`src/rtl/planta_ascensor.sv`:
```
// Behavioural cabin/door plant: turns motor and door commands into floor-change pulses,
// door state and obstacle sensing for closed-loop controller benches.
module planta_ascensor #(
    parameter int T_PISO       = 16,
    parameter int T_PUERTA     = 8,
    parameter int PISO_INICIAL = 0
) (
    input  logic       clk,
    input  logic       reset,
    input  logic [1:0] motor,
    input  logic [1:0] puertas,
    input  logic       obstaculo,
    output logic       cambio_piso,
    output logic [1:0] estado_puertas,
    output logic       sensor_puertas,
    output logic [1:0] piso,
    output logic       en_piso,
    output logic       falla
);

    localparam int OW = (T_PISO > 2) ? $clog2(T_PISO) : 1;
    localparam int DW = (T_PUERTA > 2) ? $clog2(T_PUERTA) : 1;
    localparam logic [OW-1:0] OFF_MAX   = OW'(T_PISO - 1);
    localparam logic [DW-1:0] DCNT_MAX  = DW'(T_PUERTA - 1);
    localparam logic [1:0]    PISO_RST  = 2'(PISO_INICIAL);

    localparam logic [1:0] CERRADA  = 2'b00;
    localparam logic [1:0] ABRIENDO = 2'b01;
    localparam logic [1:0] ABIERTA  = 2'b10;
    localparam logic [1:0] CERRANDO = 2'b11;

    logic [OW-1:0] off_reg, off_next;
    logic [DW-1:0] dcnt_reg, dcnt_next;
    logic [1:0]    piso_next, estado_next;
    logic          cambio_next, sensor_next, en_piso_next, falla_next;
    logic          motor_up, motor_dn, motor_stop;

    assign motor_up   = (motor == 2'b01);
    assign motor_dn   = (motor == 2'b10);
    assign motor_stop = !motor_up && !motor_dn;

    always_comb begin
        piso_next   = piso;
        off_next    = off_reg;
        cambio_next = 1'b0;
        estado_next = estado_puertas;
        dcnt_next   = dcnt_reg;
        falla_next  = falla;

        if (motor == 2'b11)
            falla_next = 1'b1;

        // Motion uses the door state as it stands this cycle, before any door update.
        if (!motor_stop) begin
            if (estado_puertas != CERRADA) begin
                falla_next = 1'b1;
            end else if (!falla) begin
                if (motor_up) begin
                    if (off_reg == OFF_MAX) begin
                        piso_next   = piso + 2'd1;
                        off_next    = '0;
                        cambio_next = 1'b1;
                    end else if (off_reg == '0 && piso == 2'd3) begin
                        falla_next = 1'b1;
                    end else begin
                        off_next = off_reg + OW'(1);
                    end
                end else begin
                    if (off_reg > OW'(1)) begin
                        off_next = off_reg - OW'(1);
                    end else if (off_reg == OW'(1)) begin
                        off_next    = '0;
                        cambio_next = 1'b1;
                    end else if (piso != 2'd0) begin
                        piso_next = piso - 2'd1;
                        off_next  = OFF_MAX;
                    end else begin
                        falla_next = 1'b1;
                    end
                end
            end
        end

        // A reversal mirrors the stroke counter so the door resumes from where it is.
        case (estado_puertas)
            CERRADA: begin
                if (puertas == 2'b01) begin
                    if (en_piso && motor_stop) begin
                        estado_next = ABRIENDO;
                        dcnt_next   = '0;
                    end else begin
                        falla_next = 1'b1;
                    end
                end
            end
            ABRIENDO: begin
                if (puertas == 2'b10) begin
                    estado_next = CERRANDO;
                    dcnt_next   = DCNT_MAX - dcnt_reg;
                end else if (dcnt_reg == DCNT_MAX) begin
                    estado_next = ABIERTA;
                    dcnt_next   = '0;
                end else begin
                    dcnt_next = dcnt_reg + DW'(1);
                end
            end
            ABIERTA: begin
                if (puertas == 2'b10) begin
                    estado_next = CERRANDO;
                    dcnt_next   = '0;
                end
            end
            default: begin
                if (obstaculo || puertas == 2'b01) begin
                    estado_next = ABRIENDO;
                    dcnt_next   = DCNT_MAX - dcnt_reg;
                end else if (dcnt_reg == DCNT_MAX) begin
                    estado_next = CERRADA;
                    dcnt_next   = '0;
                end else begin
                    dcnt_next = dcnt_reg + DW'(1);
                end
            end
        endcase

        sensor_next  = obstaculo && (estado_puertas != CERRADA);
        en_piso_next = (off_next == '0);
    end

    always_ff @(posedge clk or posedge reset) begin
        if (reset) begin
            piso           <= PISO_RST;
            off_reg        <= '0;
            en_piso        <= 1'b1;
            estado_puertas <= CERRADA;
            dcnt_reg       <= '0;
            cambio_piso    <= 1'b0;
            sensor_puertas <= 1'b0;
            falla          <= 1'b0;
        end else begin
            piso           <= piso_next;
            off_reg        <= off_next;
            en_piso        <= en_piso_next;
            estado_puertas <= estado_next;
            dcnt_reg       <= dcnt_next;
            cambio_piso    <= cambio_next;
            sensor_puertas <= sensor_next;
            falla          <= falla_next;
        end
    end

endmodule

```
`config.mk`:
```
export PLATFORM = sky130hd
export DESIGN_NAME = planta_ascensor
export DESIGN_NICKNAME = d
export VERILOG_FILES = /design/src/rtl/planta_ascensor.sv
export SDC_FILE = /design/constraint.sdc
export NUM_CORES = 1
export LEC_CHECK = 0
export BUFFER_PORTS_ARGS = -buffer_cell sky130_fd_sc_hd__buf_4
export CAP_MARGIN = 20
export CORE_ASPECT_RATIO = 1.5
export CORE_MARGIN = 2
export CORE_UTILIZATION = 51
export CTS_BUF_LIST = sky130_fd_sc_hd__clkbuf_16
export CTS_CLUSTER_SIZE = 12
export DETAILED_ROUTE_END_ITERATION = 10
export PLACE_DENSITY = 0.74
export SLEW_MARGIN = 25
export SYNTH_ARGS = -nofsm -noshare
export SYNTH_HDL_FRONTEND = slang
export SYNTH_SLANG_ARGS = --single-unit
export TNS_END_PERCENT = 5
```
`constraint.sdc`:
```
create_clock -name clk -period 1.8 [get_ports clk]
set_input_delay 0.36 -clock clk [delete_from_list [all_inputs] [get_ports clk]]
set_output_delay 0.36 -clock clk [all_outputs]
set_load 0.01 [all_outputs]
```
==> results of run 1 <==
[layer usage]
layer | track usage | share of wire
met4 | 0.114 | 0.024
met2 | 0.522 | 0.58
met3 | 0.0231 | 0.032
met1 | 0.280 | 0.36
met5 | 0 | 0
[layout make-up]
cell class / count / area [sq um]
sequential: 15 / 377
clock buffer: 3 / 75.1
tap: 23 / 28.8
fill: 158 / 582
clock inverter: 1 / 3.75
timing repair buffer: 37 / 282
multi-input combinational: 101 / 822
inverter: 10 / 37.5
[Yosys cell counts (all sizes together) (2+ instances only)]
library cell,n,area share
a211oi,2,0.013
a21o,3,0.020
a21oi,8,0.034
a2bb2oi,2,0.015
a31oi,3,0.016
and2,2,0.011
and3,2,0.011
buf,3,0.018
dfrtp,14,0.30
ha,11,0.12
inv,10,0.032
mux2,2,0.019
mux2i,2,0.017
nand2,7,0.022
nand2b,3,0.016
nand3,6,0.034
nor2,15,0.054
nor2b,2,0.011
nor3,3,0.013
nor3b,2,0.027
nor4,2,0.016
o21ai,5,0.024
o21bai,2,0.013
or2,3,0.016
[repair_timing]
action	4_1_cts	5_1_grt
hold buffers	0	0
gates resized for setup	4	10
pin swaps	0	6
endpoints found under the setup margin	7	8
cloned	1	0
setup buffers	1	2
endpoints found under the hold margin	0	0
[where the power goes]
group / switching, mW / internal, mW
logic: 0.526 / 0.567
clock network: 0.130 / 0.294
registers: 0.0540 / 0.419
[stage by stage]
step / utilization / std cells / area, sq um
after floorplan: - / 129 / 1200
after global placement: 0.662 / 182 / 1460
after detailed placement: 0.662 / 182 / 1460
after CTS: 0.712 / 188 / 1570
after global routing: 0.736 / 190 / 1630
final: 0.736 / 190 / 1630
[final timing paths]
path | start | end | slack [ns] | cells past startpoint
setup / recovery | estado_puertas[1] | piso[1] | -0.04 | 8
hold reg to reg | dcnt_reg[1] | dcnt_reg[1] | 0.55 | 2
hold / removal | reset | dcnt_reg[2] | 0.16 | 2
min in group clk | obstaculo | sensor_puertas | 0.36 | 2
setup reg to reg | estado_puertas[1] | piso[1] | -0.04 | 8
max in group asynchronous | reset | en_piso | 1.27 | 2
[worst register-to-register path: stages, from the launching register on]
cell,delay [ns]
sky130_fd_sc_hd__dfrtp_1,0.39
sky130_fd_sc_hd__inv_2,0.09
sky130_fd_sc_hd__ha_4,0.18
sky130_fd_sc_hd__or3b_4,0.45
sky130_fd_sc_hd__nor2_4,0.15
sky130_fd_sc_hd__buf_4,0.13
sky130_fd_sc_hd__nand2_1,0.04
sky130_fd_sc_hd__a21oi_1,0.21
sky130_fd_sc_hd__a211oi_1,0.09
[kinds of logic after synthesis]
| kind of cell | Yosys count | share of synthesized area |
|---|---|---|
| muxes | 4 | 0.0361 |
| AOI/OAI and AO/OA | 33 | 0.210 |
| buffers and inverters | 14 | 0.0531 |
| and+or+nand+nor | 52 | 0.264 |
| adders and majority gates | 11 | 0.117 |
| DFF | 15 | 0.320 |
[cells in the final DEF (no fill, tap or decap), drive strengths merged, types with 2 or more instances in the layout]
| cell type | synthesis | final |
|---|---|---|
| a211oi | 2 | 2 |
| a21o | 3 | 3 |
| a21oi | 8 | 8 |
| a2bb2oi | 2 | 2 |
| a31oi | 3 | 3 |
| and2 | 2 | 2 |
| and3 | 2 | 2 |
| buf | 3 | 37 |
| clkbuf | 1 | 3 |
| dfrtp | 14 | 14 |
| ha | 11 | 11 |
| inv | 10 | 11 |
| mux2 | 2 | 2 |
| mux2i | 2 | 2 |
| nand2 | 7 | 7 |
| nand2b | 3 | 3 |
| nand3 | 6 | 6 |
| nor2 | 15 | 15 |
| nor2b | 2 | 2 |
| nor3 | 3 | 3 |
| nor3b | 2 | 2 |
| nor4 | 2 | 2 |
| o21ai | 5 | 5 |
| o21bai | 2 | 2 |
| or2 | 3 | 3 |
| or3b | 1 | 2 |
==> results summary, run 1 <==
The clock period minus final worst setup slack came out at 1.84 ns. The count of unique library cells instantiated by Yosys came out at 48. The number of buffers and inverters on the critical path is 2. The worst-case headroom to the max-slew limit came out at 0.636. The largest net degree at the start of global routing is 16.

The number of slew-limit violations in the final report is 0. The final-stage net count came out at 186. The clock reaches the later pin of the worst-skew pair after 0.25 ns. The smallest setup slack after layout came out at -0.0375 ns. In the finished design, the share of the clock period the worst path needs comes to 1.02.

Before antenna repair, the detailed router went through 4 iterations. The worst endpoint required time is 1.92 ns. The tree is rooted in a sky130_fd_sc_hd__clkbuf_16. Buffers inserted during clock tree synthesis total 3. The type of origin of the critical path is a register. The prevailing post-synth register cell is sky130_fd_sc_hd__dfrtp_1. For this run, the slowest stage of the critical path takes 0.45 ns. The maximum fanout encountered on the critical timing path came out at 7. The start-to-end type of the worst setup path is reg2reg. The synthesized cell area came out at 0.00118 sq mm.

The pre-CTS worst setup slack is -0.152 ns. The placer's final routability congestion estimate came out at 0.855. The maximum level of the CTS H-tree came out at 1.

The buffer levels on the longest clock path came out at 2. The TritonCTS clock tree is done. Summed over all cells, the static leakage comes to 0.764 nW. The aggregate global-route resource usage is 0.271. The number of vias per cell came out at 6.02.

For the final routed database, the setup TNS stands at -0.0375 ns. Among cell families on the critical path, the largest total delay comes from simple AND/OR/NAND/NOR gates. The row count is 21. The completed layout was analyzed and its total power is 1.99 mW.

For the pin with the worst max-slew slack, the measured transition is 0.546 ns. The vertical die dimension came out at 62.9 um. The synthesized netlist net count came out at 147. The diode insertion count for antenna repair is 0. The starting density of the core is 0.534. The leftover overflow at the end of global routing came out at 0.

The run finished, with violations left. The number of enable-type register cells in the synthesized netlist came out at 0. The count of warnings emitted by yosys came out at 0. Of the cells placed in the final design, the portion with a size suffix greater than 1 is 0.419. The post-synthesis cell count came out at 129. The checks that failed: setup timing. The synthesized area divided by synthesized cell count came out at 9.14 sq um.

The layout-stage area growth over the synthesis result is 37.9%. Setup repair after global routing could not meet its margin everywhere. In the final routed layout, each cell accounts on average for 17.5 um. The number of storage elements in the synthesis netlist is 15. Dividing total power by cell area gives a power density of 1220 mW/mm^2. The initial antenna violation count came to 0.

The CTS sink count is 15. The via count of the first global-routing pass came out at 1183. The detailed router placed 1144 vias in this run.

The worst ir drop on vdd came out at 634 uV. The core region area is 0.00221 sq mm. Among all stages on the critical path, the largest delay is contributed by sky130_fd_sc_hd__or3b_4.

The aggregate routed wire length came out at 3330 um. The part of the Yosys area used for sequential elements came out at 0.320. The max-capacitance violation count came out at 0. The number of flip-flops under the largest register name came out at 4. The maximum clock frequency is 0.544 GHz.

Traced cell by cell, the critical path runs through inv_2 > ha_4 > or3b_4 > nor2_4 > buf_4 > nand2_1 > a21oi_1 > a211oi_1. The first-pass GRT wire length came out at 5550 um. The first routing iteration left 32 violations. The worst slack on hold paths came out at 0.163 ns. After detailed routing, the number of remaining DRC violations is 0. The clock-pin slew on the worst setup and hold paths came out at 0.05 ns. The path class of the lowest-slack min-delay path is in2async. The final clock skew is 0.00310 ns. The final setup violation count is 1.

The signal arrival time at the worst endpoint is 1.96 ns. The floorplan die area is 0.00272 sq mm. After synthesis, the share of flip-flops with an asynchronous set or reset is 1.00. The number of nets still failing antenna checks after routing came out at 0. The number of buffers added on ports is 14. The top-level I/O count came out at 15. The final-report hold violation count came out at 0. From left edge to right edge, the die measures 43.3 um. The worst setup path is captured at a register. The placed wire-length estimate after detailed placement came out at 2330 um.
No activity file was read; power rests on OpenSTA's default activity.
==> run 2, diff against run 1 <==
--- a/config.mk
+++ b/config.mk
@@ -9,11 +9,12 @@
 export CAP_MARGIN = 20
 export CORE_ASPECT_RATIO = 1.5
 export CORE_MARGIN = 2
-export CORE_UTILIZATION = 51
+export CORE_UTILIZATION = 57
 export CTS_BUF_LIST = sky130_fd_sc_hd__clkbuf_16
 export CTS_CLUSTER_SIZE = 12
 export DETAILED_ROUTE_END_ITERATION = 10
-export PLACE_DENSITY = 0.74
+export GPL_TIMING_DRIVEN = 0
+export PLACE_DENSITY = 0.79
 export SLEW_MARGIN = 25
 export SYNTH_ARGS = -nofsm -noshare
 export SYNTH_HDL_FRONTEND = slang
==> constraint.sdc (replaced) <==
create_clock -name clk -period 2 [get_ports clk]
set_input_delay 0.4 -clock clk [delete_from_list [all_inputs] [get_ports clk]]
set_output_delay 0.4 -clock clk [all_outputs]
set_load 0.01 [all_outputs]
==> run 2 against run 1 <==
Net effect: the run now ends clean; worst hold slack improved by 0.049 ns; first-iteration DRC count decreased by 25%; die area decreased by 9.7%; utilization decreased by 0.89 points; critical path type unchanged; largest power group unchanged.
==> results summary, run 2 (synthesis results as in run 1) <==
The total power density per cell area was 1100 mW/mm^2 (-10%). The run finished with clean final reports. The combinational fraction of design power came out at 0.480 (-0.069). The path class of the tightest hold or removal check is in2async. The via count of the first global-routing pass came to 1037 (-12%).

The buffer levels on the longest clock path came out at 2 (unchanged). The slew at the pin closest to its max-slew limit is 0.551 ns (+0.00494 ns). The starting density of the core came to 0.589 (+0.0547). The diode insertion count for antenna repair came out at 0 (unchanged). The maximum clock frequency came to 0.523 GHz (-4.0%).

The worst endpoint required time came to 2.11 ns (+0.19 ns). The wire length on met3 was 101 um (-6.5%). The TritonCTS clock tree is done. The initial DRC count came out at 24 (-25%).

The routed wirelength normalized by instance count is 16.7 um (-4.4%). The post-route met1 wirelength came out at 1100 um (-7.8%). The final-stage net count came out at 168 (-9.7%). The worst slack on hold paths came out at 0.212 ns (+0.0485 ns). The aggregate routed wire length is 2860 um (-14%).

The count of non-filler cells in the finished layout came out at 171 (-10%). The cell sitting at the root of the clock tree is a sky130_fd_sc_hd__clkbuf_16. The maximum fanout encountered on the critical timing path came out at 10 (+3). The final-report hold violation count is 0 (unchanged).

The top-level I/O count is 15 (unchanged). The leftover overflow at the end of global routing was 0 (unchanged). The proportion of total power due to net switching came to 0.356 (about the same).

The placer's final routability congestion estimate is 0.812 (-5.0%). The number of detailed-route iterations in the first pass came out at 4 (unchanged). The clock-pin slew on the worst setup and hold paths is 0.05 ns (about the same).

The number of vias after detailed routing was 1051 (-8.1%). The row count is 20 (-4.8%). The clock latency reported for the late side of the worst-skew pair is 0.24 ns (about the same).

The flip-flop and latch area was 382 sq um (+1.3%). The final setup violation count came out at 0 (-1). The aggregate global-route resource usage is 0.271 (about the same). The proportion of layout cells with a drive suffix above 1 was 0.356 (-0.0635). The critical path is of the reg2reg type.

The part of the total power dissipated in the clock network is 0.233 (+0.020). The clock period minus final worst setup slack came out at 1.91 ns (+0.0763 ns). The internal power consumption was 1.03 mW (-19%).

The initial antenna violation count was 0 (unchanged). The static leakage came to 0.666 nW (-13%). STA classifies the critical path startpoint as a register. The core region area is 0.00200 sq mm (-9.3%). The smallest setup slack after layout came out at 0.0861 ns (+0.124 ns). The floorplan die area was 0.00246 sq mm (-9.7%). The met2 wire length is 1600 um (-17%). The count of hold buffers inserted by post-cts repair came to 0 (unchanged). The max-capacitance violation count came out at 0 (unchanged). The total clock buffers created by CTS came out at 3 (unchanged). Leaving out fill and tap cells, the most frequent cell in the layout is sky130_fd_sc_hd__buf_4. The area occupied by multi-input gates is 786 sq um (-4.4%). The sequential group share of total power was 0.286 (+0.048).

The worst-case headroom to the max-slew limit came out at 0.632 (-0.00330). The worst setup path is captured at a register. The core occupancy in the finished layout came out at 0.728 (-0.00889). The layout-stage area growth over the synthesis result is 23.6%. The highest metal layer carrying signal wires in the routed design is met4.

The first-pass GRT wire length was 4510 um (-19%). The placed wire-length estimate after detailed placement is 2050 um (-12%). The number of nets still failing antenna checks after routing came out at 0 (unchanged). The worst ir drop on vdd is 610 uV (-3.8%). The width of the die came out at 41.1 um (-4.9%). The final clock skew was 0.00244 ns (-0.000660 ns). The setup total negative slack came out at 0 ns (+0.0375 ns).

The number of flip-flops under the largest register name is 4 (unchanged). The vertical die dimension is 59.7 um (-5.1%). The pre-CTS worst setup slack is -0.0747 ns (+0.0776 ns). The number of slew-limit violations in the final report is 0 (unchanged). The number of vias per cell is 6.15 (+2.1%). The detailed-route DRC error count came out at 0 (unchanged). The CTS sink count came out at 15 (unchanged). The filler cell count in the final layout came to 153 (-3.2%).

The number of placed cells counting well taps came out at 165 (-9.3%). The share of the clock period used by the worst path after layout is 0.957 (-0.0639). The maximum level of the CTS H-tree came to 1 (unchanged). The largest net degree at the start of global routing came out at 16 (unchanged).

The switching power total is 0.571 mW (-19%). The signal arrival time at the worst endpoint is 2.03 ns (+0.07 ns). In the layout the commonest cells are sky130_fd_sc_hd__buf_4, sky130_fd_sc_hd__nor2_1, sky130_fd_sc_hd__dfrtp_1. The number of buffers added on ports is 14 (unchanged).
run 2: cell count changes in the layout (fill, tap and decap cells not counted), sizes merged:
cell,delta
buf,-18
or3b,-1
clkbuf,+1
run 2: layout make-up:
class	instances	share of cell area
timing repair buffer	16	0.0825
sequential	15	0.262
inverter	10	0.0258
clock inverter	1	0.00258
clock buffer	3	0.0515
tap	22	0.0189
multi-input combinational	100	0.540
buffer	4	0.0172
run 2: worst paths after layout:
kind	startpoint	endpoint	slack (ns)	cells after the start
max reg2reg	estado_puertas[0]	piso[0]	0.09	7
max	estado_puertas[0]	piso[0]	0.09	7
min in group clk	obstaculo	sensor_puertas	0.40	2
min reg2reg	falla	falla	0.53	1
min	reset	piso[0]	0.21	2
max in group asynchronous	reset	off_reg[0]	1.39	2
run 2: worst max-delay path: stages (launching register included):
cell	delay (ns)
sky130_fd_sc_hd__dfrtp_2	0.43
sky130_fd_sc_hd__inv_2	0.09
sky130_fd_sc_hd__ha_4	0.17
sky130_fd_sc_hd__or3b_4	0.40
sky130_fd_sc_hd__buf_6	0.16
sky130_fd_sc_hd__or2_1	0.28
sky130_fd_sc_hd__o21ai_2	0.16
sky130_fd_sc_hd__o31ai_2	0.08
run 2: per-layer routing:
layer  vias up  global-route usage
met5         -                   0
met4         0               0.161
met1       514               0.283
met2        31               0.478
li1        501                   -
met3         5              0.0335
run 2: repair_timing:
item	4_1_cts	5_1_grt
setup buffers	2	0
endpoints found under the hold margin	0	0
endpoints found under the setup margin	3	8
gates resized for setup	2	15
run 2: metrics by stage:
step	total power, mW	instance area (sq um)
finish	1.60	1460
floorplan	0.942	1180
global placement	1.09	1310
detailed placement	1.13	1310
global route	1.70	1460
CTS	1.56	1420
run 2: power groups by stage:
| stage | sequential [mW] | clock, mW | combinational, mW |
|---|---|---|---|
| after global routing | 0.469 | 0.401 | 0.834 |
| after CTS | 0.449 | 0.377 | 0.737 |
| after floorplan | 0.452 | 0 | 0.490 |
| after detailed placement | 0.453 | 0 | 0.678 |
| final | 0.459 | 0.374 | 0.770 |
| after global placement | 0.444 | 0 | 0.651 |
==> run 3, diff against run 2 <==
--- a/config.mk
+++ b/config.mk
@@ -9,12 +9,12 @@
 export CAP_MARGIN = 20
 export CORE_ASPECT_RATIO = 1.5
 export CORE_MARGIN = 2
-export CORE_UTILIZATION = 57
+export CORE_UTILIZATION = 60
 export CTS_BUF_LIST = sky130_fd_sc_hd__clkbuf_16
 export CTS_CLUSTER_SIZE = 12
 export DETAILED_ROUTE_END_ITERATION = 10
 export GPL_TIMING_DRIVEN = 0
-export PLACE_DENSITY = 0.79
+export PLACE_DENSITY = 0.82
 export SLEW_MARGIN = 25
 export SYNTH_ARGS = -nofsm -noshare
 export SYNTH_HDL_FRONTEND = slang
==> constraint.sdc (replaced) <==
create_clock -name clk -period 2.4 [get_ports clk]
set_input_delay 0.48 -clock clk [delete_from_list [all_inputs] [get_ports clk]]
set_output_delay 0.48 -clock clk [all_outputs]
set_load 0.01 [all_outputs]
==> run 3 against run 2 <==
Net effect: sequential share of layout area increased by 0.84 points; power is 20% lower; critical path depth grew 1; critical endpoint is now en_piso; largest cell class unchanged; highest routed layer unchanged.
==> results summary, run 3 (synthesis results as in run 1) <==
The routed wirelength normalized by instance count came to 15.4 um (-8.3%). The worst ir drop on vdd came out at 930 uV (+53%). The share of the clock period used by the worst path after layout is 0.862 (-0.0946). The clock-pin slew on the worst setup and hold paths came to 0.05 ns (about the same).

The worst setup path is of the reg2reg kind. The maximum fanout encountered on the critical timing path came out at 10 (unchanged). The smallest setup slack after layout came out at 0.330 ns (+0.244 ns). The static leakage is 0.652 nW (-2.0%). The slew at the pin closest to its max-slew limit is 0.566 ns (+0.0149 ns). The core region area is 0.00185 sq mm (-7.4%). The width of the die came out at 40.2 um (-2.3%). The overall power is 1.28 mW (-20%). The number of vias after detailed routing came out at 1042 (-0.86%). The clock latency reported for the late side of the worst-skew pair came to 0.25 ns (about the same).

The placed wire-length estimate after detailed placement came out at 1950 um (-4.9%). The final-stage net count came to 166 (-1.2%). The total of cells resized after clock tree synthesis is 0 (-2). The number of cells traversed by the worst register-to-register path came out at 8 (+1). The aggregate routed wire length came out at 2580 um (-9.9%). The floorplan die area is 0.00234 sq mm (-4.6%). The proportion of layout cells with a drive suffix above 1 is 0.252 (-0.104).

The setup slack of the worst register-to-register path came out at 0.33 ns (+0.24 ns). The buffer levels on the longest clock path came out at 2 (unchanged). The flow ran to the end, and the final reports show no timing, DRC or antenna violations. The number of buffers added on ports is 14 (unchanged).

The count of hold buffers inserted by post-cts repair is 0 (unchanged). The initial antenna violation count came out at 0 (unchanged). Setup repair after global routing left no endpoint under its margin. The pre-CTS worst setup slack came out at 0.252 ns (+0.326 ns). The area growth from synthesis to layout is 18.2%. The via count of the first global-routing pass came out at 1019 (-1.7%). The leftover overflow at the end of global routing came out at 0 (unchanged). The number of slew-limit violations in the final report came out at 0 (unchanged).

The final setup violation count was 0 (unchanged). The number of detailed-route iterations in the first pass is 4 (unchanged). The number of vias per cell came out at 6.20 (+0.91%).

The aggregate global-route resource usage is 0.269 (-0.00201). The worst-case headroom to the max-slew limit is 0.622 (-0.00994). The row count came to 19 (-5.0%). The library cells used most frequently in the layout, excluding fill and tap cells, are sky130_fd_sc_hd__nor2_1, sky130_fd_sc_hd__dfrtp_1, sky130_fd_sc_hd__buf_4.

The worst setup path is launched from a register. The signal arrival time at the worst endpoint came out at 2.25 ns (+0.22 ns). The number of setup buffers added after CTS came out at 0 (-2). The vertical die dimension came out at 58.3 um (-2.4%). The worst setup path is captured at a register. The final-report hold violation count was 0 (unchanged). The max-capacitance violation count was 0 (unchanged). The final clock skew is 0.00364 ns (+0.00120 ns). The diode insertion count for antenna repair came out at 0 (unchanged).

The maximum clock frequency is 0.483 GHz (-7.5%). TritonCTS built the clock tree. The worst slack on hold paths is 0.291 ns (+0.0792 ns). The root buffer selected by CTS is sky130_fd_sc_hd__clkbuf_16.

The placer's final routability congestion estimate came to 0.894 (+10%). The maximum level of the CTS H-tree came out at 1 (unchanged). The setup total negative slack is 0 ns (unchanged). The number of nets still failing antenna checks after routing came out at 0 (unchanged). The starting density of the core is 0.636 (+0.0469). The total power density per cell area came out at 918 mW/mm^2 (-17%). The clock period minus final worst setup slack is 2.07 ns (+0.156 ns). The detailed-route DRC error count came out at 0 (unchanged). The initial DRC count is 29 (+21%). The worst endpoint required time came out at 2.58 ns (+0.47 ns). The total clock buffers created by CTS is 3 (unchanged). The path class of the lowest-slack min-delay path is in2async. The top-level I/O count came to 15 (unchanged). The CTS sink count is 15 (unchanged). The number of flip-flops under the largest register name came to 4 (unchanged). The first-pass GRT wire length came to 4360 um (-3.2%). The largest net degree at the start of global routing was 16 (unchanged).
run 3: power breakdown:
group	total [mW]	switching, mW	leakage (nW)	internal (mW)
registers	0.372	0.0582	0.187	0.314
clock network	0.333	0.108	0.0371	0.225
logic	0.573	0.294	0.428	0.279
run 3: critical path: stages, from the launching register on:
cell and delay [ns]:
sky130_fd_sc_hd__dfrtp_1 0.43, sky130_fd_sc_hd__inv_1 0.11, sky130_fd_sc_hd__ha_1 0.27, sky130_fd_sc_hd__or3b_1 0.42, sky130_fd_sc_hd__buf_6 0.17, sky130_fd_sc_hd__a2111oi_2 0.26, sky130_fd_sc_hd__o221ai_2 0.16, sky130_fd_sc_hd__nand3_2 0.12
sky130_fd_sc_hd__nor4_2 0.05
run 3: cell type report:
cell class	count	area, sq um
Buffer	4	25.0
Clock buffer	3	75.1
Clock inverter	1	7.51
Fill cell	138	462
Inverter	10	37.5
Multi-Input combinational cell	100	739
Sequential cell	15	377
Tap cell	21	26.3
Timing Repair Buffer	14	105
run 3: final timing paths:
| kind | startpoint | to |
|---|---|---|
| setup / recovery | estado_puertas[1] | en_piso |
| hold / removal | reset | sensor_puertas |
| setup reg to reg | estado_puertas[1] | en_piso |
| hold reg to reg | falla | falla |
| max in group asynchronous | reset | cambio_piso |
| min in group clk | obstaculo | sensor_puertas |
run 3: metrics by stage:
stage / area [sq um] / instances / util
floorplan: 1180 / 129 / -
global placement: 1310 / 164 / 0.706
detailed placement: 1310 / 164 / 0.706
CTS: 1390 / 168 / 0.751
global route: 1390 / 168 / 0.751
finish: 1390 / 168 / 0.751
run 3: routing by layer:
layer | vias to the layer above | GRT usage | share of wire
li1 | 508 | - | -
met2 | 34 | 0.454 | 0.52
met1 | 494 | 0.314 | 0.41
met5 | - | 0 | 0
met4 | 0 | 0.119 | 0.026
met3 | 6 | 0.0498 | 0.040
